===== src/rtl/control_unit.sv =====
// UAZ8 control unit: combinational instruction decode plus the 8-bit program counter
// with conditional register-indirect jumps.
module control_unit (
    input  logic       Clk,
    input  logic       Rst,
    input  logic [8:0] i_Instruction,
    input  logic [7:0] i_Rx,
    input  logic [2:0] Flags,
    output logic [2:0] Sel_OP,
    output logic [5:0] SelR,
    output logic       RW,
    output logic [1:0] Sel_Op_OutBus,
    output logic [2:0] Sel_DW,
    output logic [7:0] o_Addres_Instr_Bus
);

    localparam logic [2:0] OP_LOAD_IMM  = 3'b000;
    localparam logic [2:0] OP_LOAD_MEM  = 3'b001;
    localparam logic [2:0] OP_STORE_IMM = 3'b010;
    localparam logic [2:0] OP_STORE_REG = 3'b011;
    localparam logic [2:0] OP_MOVE      = 3'b100;
    localparam logic [2:0] OP_MATH      = 3'b101;
    localparam logic [2:0] OP_JUMP      = 3'b110;

    localparam logic [1:0] BUS_RY   = 2'b00;
    localparam logic [1:0] BUS_IMM  = 2'b01;
    localparam logic [1:0] BUS_ALU  = 2'b10;
    localparam logic [1:0] BUS_IDLE = 2'b11;

    localparam logic [2:0] DW_NONE    = 3'b000;
    localparam logic [2:0] DW_REG_IMM = 3'b001;
    localparam logic [2:0] DW_REG_MEM = 3'b010;
    localparam logic [2:0] DW_REG_REG = 3'b011;
    localparam logic [2:0] DW_REG_ALU = 3'b100;
    localparam logic [2:0] DW_MEM_BUS = 3'b101;

    logic [2:0] opcode;
    logic [2:0] field_a;
    logic [2:0] field_b;
    logic       jump_taken;
    logic [7:0] pc_q;
    logic [7:0] pc_d;

    assign opcode  = i_Instruction[8:6];
    assign field_a = i_Instruction[5:3];
    assign field_b = i_Instruction[2:0];

    always_comb begin
        Sel_OP        = 3'b000;
        SelR          = 6'b000000;
        RW            = 1'b0;
        Sel_Op_OutBus = BUS_IDLE;
        Sel_DW        = DW_NONE;
        case (opcode)
            OP_LOAD_IMM: begin
                SelR          = {field_a, 3'b000};
                Sel_Op_OutBus = BUS_IMM;
                Sel_DW        = DW_REG_IMM;
            end
            OP_LOAD_MEM: begin
                SelR          = {field_a, field_b};
                Sel_Op_OutBus = BUS_RY;
                Sel_DW        = DW_REG_MEM;
            end
            OP_STORE_IMM: begin
                SelR          = {field_a, 3'b000};
                RW            = 1'b1;
                Sel_Op_OutBus = BUS_IMM;
                Sel_DW        = DW_MEM_BUS;
            end
            OP_STORE_REG: begin
                SelR          = {field_a, field_b};
                RW            = 1'b1;
                Sel_Op_OutBus = BUS_RY;
                Sel_DW        = DW_MEM_BUS;
            end
            OP_MOVE: begin
                SelR          = {field_a, field_b};
                Sel_Op_OutBus = BUS_RY;
                Sel_DW        = DW_REG_REG;
            end
            OP_MATH: begin
                SelR          = {field_a, 3'b000};
                Sel_OP        = field_b;
                Sel_Op_OutBus = BUS_ALU;
                Sel_DW        = DW_REG_ALU;
            end
            OP_JUMP: begin
                SelR = {field_a, 3'b000};
            end
            default: ;
        endcase
        // Reset squashes the datapath controls so nothing is written while the core restarts.
        if (Rst) begin
            Sel_OP        = 3'b000;
            SelR          = 6'b000000;
            RW            = 1'b0;
            Sel_Op_OutBus = BUS_IDLE;
            Sel_DW        = DW_NONE;
        end
    end

    always_comb begin
        jump_taken = 1'b0;
        if (opcode == OP_JUMP) begin
            case (field_b)
                3'b000:  jump_taken = 1'b1;
                3'b001:  jump_taken = Flags[0];
                3'b010:  jump_taken = Flags[1];
                3'b011:  jump_taken = Flags[2];
                3'b100:  jump_taken = ~Flags[0];
                3'b101:  jump_taken = ~Flags[1];
                3'b110:  jump_taken = ~Flags[2];
                default: jump_taken = 1'b0;
            endcase
        end
    end

    assign pc_d = jump_taken ? i_Rx : pc_q + 8'd1;

    always_ff @(posedge Clk or posedge Rst) begin
        if (Rst) begin
            pc_q <= 8'h00;
        end else begin
            pc_q <= pc_d;
        end
    end

    assign o_Addres_Instr_Bus = pc_q;

endmodule


===== config.mk =====
export PLATFORM = sky130hd
export DESIGN_NAME = control_unit
export DESIGN_NICKNAME = d
export VERILOG_FILES = /design/src/rtl/control_unit.sv
export SDC_FILE = /design/constraint.sdc
export NUM_CORES = 1
export LEC_CHECK = 0
export BUFFER_PORTS_ARGS = -buffer_cell sky130_fd_sc_hd__buf_2
export CELL_PAD_IN_SITES_DETAIL_PLACEMENT = 0
export CELL_PAD_IN_SITES_GLOBAL_PLACEMENT = 1
export CORE_MARGIN = 8
export CORE_UTILIZATION = 24
export DETAILED_ROUTE_END_ITERATION = 6
export GPL_TIMING_DRIVEN = 0
export PLACE_DENSITY = 0.69
export SLEW_MARGIN = 20
export SYNTH_ARGS = -nofsm -noshare
export SYNTH_HDL_FRONTEND = slang
export SYNTH_SLANG_ARGS = --single-unit

===== constraint.sdc =====
create_clock -name Clk -period 3.5 [get_ports Clk]
set_input_delay 0.7 -clock Clk [delete_from_list [all_inputs] [get_ports Clk]]
set_output_delay 0.7 -clock Clk [all_outputs]
set_load 0.05 [all_outputs]

* Word-level counts from Yosys, hierarchy flattened
Index checks and enable logic that the tools add are counted.
** Operators by class
- Mux-type cells :: 13
- Bitwise operators :: 3
- $add $sub $neg :: 1
- Reduce and logical (&&, ||, !) cells :: 6
- Eq/ne operators :: 12
** Operator list (number)
- $eq 3x3->1 const B :: 6
- $pmux 3 s5 :: 1
- $eq 3x2->1 const B :: 4
- $pmux 6 s2 :: 1
- $mux 3 :: 3
- $add 8x1->8 const B :: 1
- $mux 8 :: 1
- $pmux 1 s7 :: 1
- $eq 3x1->1 const B :: 2
- $logic_not 3->1 :: 2
- $mux 6 :: 1
- $pmux 2 s3 :: 1
- $reduce_or 2->1 :: 2
- $reduce_or 4->1 :: 1
- $mux 1 :: 3
- $not 1->1 :: 3
- $reduce_or 3->1 :: 1
- $mux 2 :: 1
** Word-level totals
- Flip-flop bits (word level) :: 8
- Logic and storage cells :: 36
- Output and inout bits :: 23
- Bits of input ports :: 22

* Longest topological paths before layout
Gate-level depths: netlist of the first run.
- Depth in word-level cells :: 4
- Depth in mapped cells :: 5
- Mapped depth without buffers :: 5

* Worst setup path after synthesis of the first run
No wires, ideal clock.
- Kind :: input -> output
- From :: input port i_Instruction[7]
- To :: output port Sel_DW[1]
- Cell stages on the path :: 2
- Data arrival time :: 1.937 ns
- Path buffers :: 1
- Required time :: 2.800 ns
- Slack :: 0.863 ns
- Cell sequence :: clkbuf_2 nor3_1
** Between the ends
- Cells in the longest elaborated chain, start to end :: 4
- Elaborated cells on any way between the ends :: 9
- Those cells by class :: eq/ne (5); mux (2); reduce/logical (2)
** Ends and longest elaborated chain
- start: declaration :: line 6 : input logic [8:0] i_Instruction,
- $eq 3x2->1 :: line 54 : case (opcode)
- $reduce_or 2->1 (no line)
- $pmux 3 s5 (*) :: line 54
- $mux 3 (*) :: line 94 : if (Rst) begin
- end: declaration :: line 13 : output logic [2:0] Sel_DW,
Mark *: on every way between the ends. The rest lies on a longest branch, timed or not.

* Worst setup path in the final report of the first run
- From :: input port i_Instruction[7]
- To :: output port SelR[1]
** Between the ends
- Cells in the longest elaborated chain, start to end :: 4
- Elaborated cells on any way between the ends :: 11
- Those cells by class :: eq/ne (6); mux (2); reduce/logical (3)
** Ends and longest elaborated chain
- $eq 3x3->1 (tied with other cells) :: line 54
- $reduce_or 4->1 (no line) or $reduce_or 3->1 (tied branches)
- $pmux 6 s2 (*) :: line 54
- $mux 6 (*) :: line 94
- end: declaration :: line 10 : output logic [5:0] SelR,
Marks and branches as above.

==> results.sh, run 1 <==
export IMPL_cp_end_kind="primary output"
export IMPL_synth_edf_count=0
export IMPL_r2r_cells=5
export IMPL_die_w_um=67.2
export IMPL_hold_path_class="in2async"
export IMPL_avgRoutedWirePerCell_um=12.7
export IMPL_drive_above_1_share_pct=52.2
export IMPL_seq_area_um2=200
export IMPL_critical_path_class="in2out"
export IMPL_grt_pass1_wl_um=2930
export IMPL_total_power_mw=0.660
export IMPL_final_antenna_net_count=0
export IMPL_synth_seq_cells=8
export IMPL_path_clk_slew_ns=0.06
export IMPL_num_vias=672
export IMPL_die_area_um2=4520
export IMPL_hold_viol=0
export IMPL_numCtsBuffers=3
export IMPL_status="completed"
export IMPL_ios=45
export IMPL_cts_sinks=8
export IMPL_finalWorstSetupSlack_ns=0.931
export IMPL_fin_nets=140
export IMPL_drt_iter0_markers=50
export IMPL_synth_flop_cell="dfrtp_1"
export IMPL_core_rowCount=18
export IMPL_post_cts_buffers=0
export IMPL_num_fill_cells=270
export IMPL_die_y_um=67.2
export IMPL_syn2layout_area_growth_pct=43.7
export IMPL_setup_viol=0
export IMPL_syn_avg_cell_area_um2=9.12
export IMPL_leakage_nw=0.480
export IMPL_fin_crit_sh_pct=73.4
export IMPL_h_tree_depth=1
export IMPL_maxSlewViolCount=0
export IMPL_powerDensity_nw_per_um2=729
export IMPL_crit_arrival_ns=1.87
export IMPL_synth_top_area_cell="dfrtp_1"
export IMPL_numPortBuffers=43
export IMPL_netlist_area_um2=629
export IMPL_synth_top_cell_area_share_pct=31.8
export IMPL_cap_violations=0
export IMPL_synth_most_common_cell="dfrtp_1"
export IMPL_grt_max_degree=13
export IMPL_fp_coreArea_um2=2480
export IMPL_final_cells=145
export IMPL_max_freq_mhz=389
export IMPL_clockRootBuffer="clkbuf_4"
export IMPL_via_per_inst=4.63
export IMPL_grt_ovfl_total=0
export IMPL_min_period_ns=2.57
export IMPL_rsz0062_at_grt="false"
export IMPL_antenna_found_initial=0
export IMPL_syn_num_nets=92
export IMPL_clockBufferDepth=2
export IMPL_cts_tree="built"
export IMPL_grt_usage_pct=7.81
export IMPL_drt_total_wl_um=1840
export IMPL_multi_input_area_um2=409
export IMPL_ir_drop_uv=487
export IMPL_skew_ns=0.00188
export IMPL_dp_hpwl_um=1570
export IMPL_ctsResizeCount=0
export IMPL_drc=0
export IMPL_synthTopCellsByArea="dfrtp_1, mux2_2, and2_1, xor2_1, nand2_1"
export IMPL_async_flop_share_pct=100
export IMPL_cp_max_fo=9
export IMPL_ys_warn_count=0
export IMPL_antenna_cells=0
export IMPL_synth_seq_area_share_pct=31.8
export IMPL_largest_reg_flops=8
export IMPL_initial_core_util_pct=25.4
export IMPL_first_pass_iters=4
export IMPL_holdBufCountCts=0
export IMPL_first_global_vias=652
export IMPL_final_core_util_pct=36.5
export IMPL_synthCells=69
export IMPL_worstSkewPairLatency_ns=0.25
export IMPL_required_ns=2.80
export IMPL_dp_slack_ns=0.914
export IMPL_ys_types=27
export IMPL_max_slew_margin_pct=67.4
export IMPL_place_gp_congestion=0.718
export IMPL_critPathLaunchType="input port"
export IMPL_finalSetupTns_ns=0
export IMPL_synth_common_cells="dfrtp_1, and2_1, mux2_2, nand2_1"
export IMPL_dp_cells=142
export IMPL_tightest_slew_ns=0.482
==> cell families (layout without fill, tap and decap cells) <==
kind of cell | count (synthesis) | count (layout) | share of synthesized area [%]
compound gates | 8 | 8 | 10.3
xor+xnor | 7 | 7 | 9.74
fa+ha+maj | 1 | 1 | 1.99
buf+inv | 5 | 51 | 3.18
flops | 8 | 8 | 31.8
mux | 8 | 8 | 14.1
simple gates | 32 | 32 | 28.8
==> final timing paths <==
| check | from | end | slack, ns |
|---|---|---|---|
| max | i_Instruction[7] | SelR[1] | 0.93 |
| min | Rst | o_Addres_Instr_Bus[3]$_DFF_PP0_ | 0.48 |
| max reg2reg | o_Addres_Instr_Bus[0]$_DFF_PP0_ | o_Addres_Instr_Bus[6]$_DFF_PP0_ | 2.18 |
| min reg2reg | o_Addres_Instr_Bus[0]$_DFF_PP0_ | o_Addres_Instr_Bus[0]$_DFF_PP0_ | 0.54 |
| max in group asynchronous | Rst | o_Addres_Instr_Bus[6]$_DFF_PP0_ | 2.72 |
| min in group Clk | o_Addres_Instr_Bus[0]$_DFF_PP0_ | o_Addres_Instr_Bus[0]$_DFF_PP0_ | 0.54 |
==> metrics by stage <==
stage          hold WS, ns  cell area (um2)
6_report             0.481              905
5_1_grt              0.522              905
4_1_cts              0.496              905
3_5_place_dp         0.543              882
3_3_place_gp         0.533              882
2_1_floorplan        0.542              629
==> layer usage <==
layer	global-route usage, %	routed length [um]	vias to the layer above
li1	-	-	335
met1	9.67	787	295
met2	12.2	720	40
met3	3.15	316	2
met4	2.35	17	0
met5	0	0	-
==> power breakdown <==
group	switching (mW)	total, mW	internal, mW
registers	0.0470	0.186	0.139
logic	0.274	0.401	0.127
clock network	0.0335	0.0729	0.0394
==> cells in the final DEF (no fill, tap or decap), types with 3 or more instances in the layout <==
cell type / n
buf_2: 43
dfrtp_1: 8
and2_1: 7
nand2_1: 7
mux2_2: 7
inv_1: 4
xor2_1: 4
xnor2_1: 3
nand3_1: 3
clkbuf_4: 3
==> layout make-up <==
| type | instances | area share, % |
|---|---|---|
| tap | 30 | 4.15 |
| clock buffer | 3 | 2.49 |
| timing repair buffer | 43 | 23.8 |
| inverter | 4 | 1.66 |
| sequential | 8 | 22.1 |
| buffer | 1 | 0.553 |
| multi-input combinational | 56 | 45.2 |
==> critical path: stages <==
cell	delay (ns)
clkbuf_2	0.14
or3_1	0.38
a21oi_1	0.22
and2_2	0.17
buf_2	0.25
Note: power is estimated with default switching activity, not from simulation.
==> run 2: changes to the inputs <==
--- a/config.mk
+++ b/config.mk
@@ -12,7 +12,7 @@
 export CORE_UTILIZATION = 24
 export DETAILED_ROUTE_END_ITERATION = 6
 export GPL_TIMING_DRIVEN = 0
-export PLACE_DENSITY = 0.69
+export PLACE_DENSITY = 0.72
 export SLEW_MARGIN = 20
 export SYNTH_ARGS = -nofsm -noshare
 export SYNTH_HDL_FRONTEND = slang
==> constraint.sdc (replaced) <==
create_clock -name Clk -period 2.1 [get_ports Clk]
set_input_delay 0.42 -clock Clk [delete_from_list [all_inputs] [get_ports Clk]]
set_output_delay 0.42 -clock Clk [all_outputs]
set_load 0.05 [all_outputs]
==> run 2 against run 1 <==
  * Via count decreased by 0.30%
  * Critical path depth unchanged
  * Sequential share of layout area decreased by 0.21 points
  * Core utilization increased by 0.35 points
  * Final cell count unchanged
  * Critical endpoint is now SelR[2]
  * Wire length increased by 3.6%
  * Clock power increased by 58%
  * Sequential cell count unchanged
==> results.sh, run 2 (same netlist as run 1, synthesis figures left out) <==
export IMPL_clockRootBuffer="clkbuf_4"
export IMPL_clkPwrFrac_pct=10.5
export IMPL_antenna_cells=0
export IMPL_antenna_found_initial=0
export IMPL_die_area_um2=4520
export IMPL_max_slew_margin_pct=65.9
export IMPL_grt_pass1_wl_um=3120
export IMPL_fp_coreArea_um2=2480
export IMPL_dp_slack_ns=0.0925
export IMPL_numCtsBuffers=3
export IMPL_p_int_mw=0.511
export IMPL_place_gp_congestion=0.744
export IMPL_most_common_layout_cells="buf_2, dfrtp_1, and2_1, nand2_1, mux2_2"
export IMPL_hold_viol=0
export IMPL_path_buf_inv=2
export IMPL_required_ns=1.68
export IMPL_final_cells=145
export IMPL_h_tree_depth=1
export IMPL_crit_chain="clkbuf_2, or3_1, a21oi_1, and2_1, buf_2"
export IMPL_num_fill_cells=276
export IMPL_hold_path_class="in2async"
export IMPL_critical_path_class="in2out"
export IMPL_swShare_pct=53.2
export IMPL_grt_ovfl_total=0
export IMPL_cts_tree="built"
export IMPL_num_vias=670
export IMPL_cp_max_fo=9
export IMPL_p_comb_share_pct=60.9
export IMPL_numPortBuffers=43
export IMPL_cts_sinks=8
export IMPL_ir_drop_uv=932
export IMPL_skew_ns=0.00190
export IMPL_worstSkewPairLatency_ns=0.25
export IMPL_leakage_nw=0.481
export IMPL_cp_top_family="simple AND/OR/NAND/NOR gates"
export IMPL_finalWorstSetupSlack_ns=0.104
export IMPL_min_period_ns=2.00
export IMPL_rsz0062_at_grt="false"
export IMPL_first_pass_iters=4
export IMPL_powerDensity_nw_per_um2=1200
export IMPL_switchingPower_mw=0.582
export IMPL_cp_end_kind="primary output"
export IMPL_fin_crit_sh_pct=95.1
export IMPL_drt_iter0_markers=36
export IMPL_clockBufferDepth=2
export IMPL_first_global_vias=721
export IMPL_crit_arrival_ns=1.58
export IMPL_avgRoutedWirePerCell_um=13.2
export IMPL_via_per_inst=4.62
export IMPL_grt_max_degree=13
export IMPL_initial_core_util_pct=25.4
export IMPL_syn2layout_area_growth_pct=45.1
export IMPL_drive_above_1_share_pct=53.0
export IMPL_dp_hpwl_um=1600
export IMPL_grt_usage_pct=8.80
export IMPL_ios=45
export IMPL_cpPeakStageDelay_ns=0.39
export IMPL_max_freq_mhz=501
export IMPL_crit_slowest_cell="or3_1"
export IMPL_holdBufCountCts=0
export IMPL_setup_viol=0
export IMPL_final_core_util_pct=36.9
export IMPL_path_clk_slew_ns=0.05
export IMPL_status="completed"
export IMPL_die_w_um=67.2
export IMPL_final_common_cell="buf_2"
export IMPL_core_rowCount=18
export IMPL_drt_total_wl_um=1910
export IMPL_drc=0
export IMPL_final_antenna_net_count=0
export IMPL_largest_reg_flops=8
export IMPL_seq_power_share_pct=28.5
export IMPL_r2r_cells=5
export IMPL_die_y_um=67.2
export IMPL_finalSetupTns_ns=0
export IMPL_fin_nets=140
export IMPL_cp_depth=5
export IMPL_dp_cells=142
export IMPL_maxSlewViolCount=0
export IMPL_tightest_slew_ns=0.510
export IMPL_total_power_mw=1.09
export IMPL_critPathLaunchType="input port"
export IMPL_cap_violations=0
[run 2: changes by cell type in the layout (fill, tap and decap cells not counted), sizes merged]
cell / change
clkbuf: +1
buf: -1
[run 2: power by group through the flow]
stage,combinational (mW),sequential (mW),clock (mW)
global placement,0.665,0.312,0
floorplan,0.251,0.570,0
CTS,0.675,0.315,0.125
finish,0.666,0.312,0.115
detailed placement,0.673,0.317,0
global route,0.719,0.325,0.129
[run 2: cell type report]
| type | instances | area (um2) | share of cell area [%] |
|---|---|---|---|
| multi-input combinational | 56 | 415 | 45.5 |
| timing repair buffer | 43 | 218 | 23.8 |
| sequential | 8 | 200 | 21.9 |
| tap | 30 | 37.5 | 4.11 |
| clock buffer | 3 | 22.5 | 2.47 |
| inverter | 4 | 15.0 | 1.64 |
| buffer | 1 | 5.00 | 0.548 |
[run 2: worst paths after layout]
path / from / slack (ns) / endpoint
worst max-delay path: i_Instruction[7] / 0.10 / SelR[2]
worst min-delay path: Rst / 0.20 / o_Addres_Instr_Bus[3]$_DFF_PP0_
worst max register to register: o_Addres_Instr_Bus[0]$_DFF_PP0_ / 0.80 / o_Addres_Instr_Bus[6]$_DFF_PP0_
worst min register to register: o_Addres_Instr_Bus[0]$_DFF_PP0_ / 0.54 / o_Addres_Instr_Bus[0]$_DFF_PP0_
max in group asynchronous: Rst / 1.61 / o_Addres_Instr_Bus[7]$_DFF_PP0_
min in group Clk: i_Rx[0] / 0.39 / o_Addres_Instr_Bus[0]$_DFF_PP0_
[run 2: layer usage]
metal	wire [um]	track usage, %	vias up	share of wire, %
li1	-	-	334	-
met1	788	9.49	303	41
met2	914	15.5	29	48
met3	184	2.15	4	9.6
met4	21	4.70	0	1.1
met5	0	0	-	0
[run 2: worst register-to-register path, cell delays in order (launching register included)]
cell     delay, ns
dfrtp_1       0.42
ha_1          0.26
nand2_1       0.08
nor2_1        0.05
xor2_1        0.14
mux2_2        0.26
[run 2: timing repair]
| item | 4_1_cts | 5_1_grt |
|---|---|---|
| endpoints found under the setup margin | 0 | 4 |
| resized for setup | 0 | 2 |
| buffers inserted | 0 | 0 |
[run 2: per-stage QoR]
stage	hold WS [ns]	area, um2
2_1_floorplan	0.262	629
5_1_grt	0.223	913
6_report	0.199	913
3_3_place_gp	0.466	882
4_1_cts	0.197	905
3_5_place_dp	0.474	882
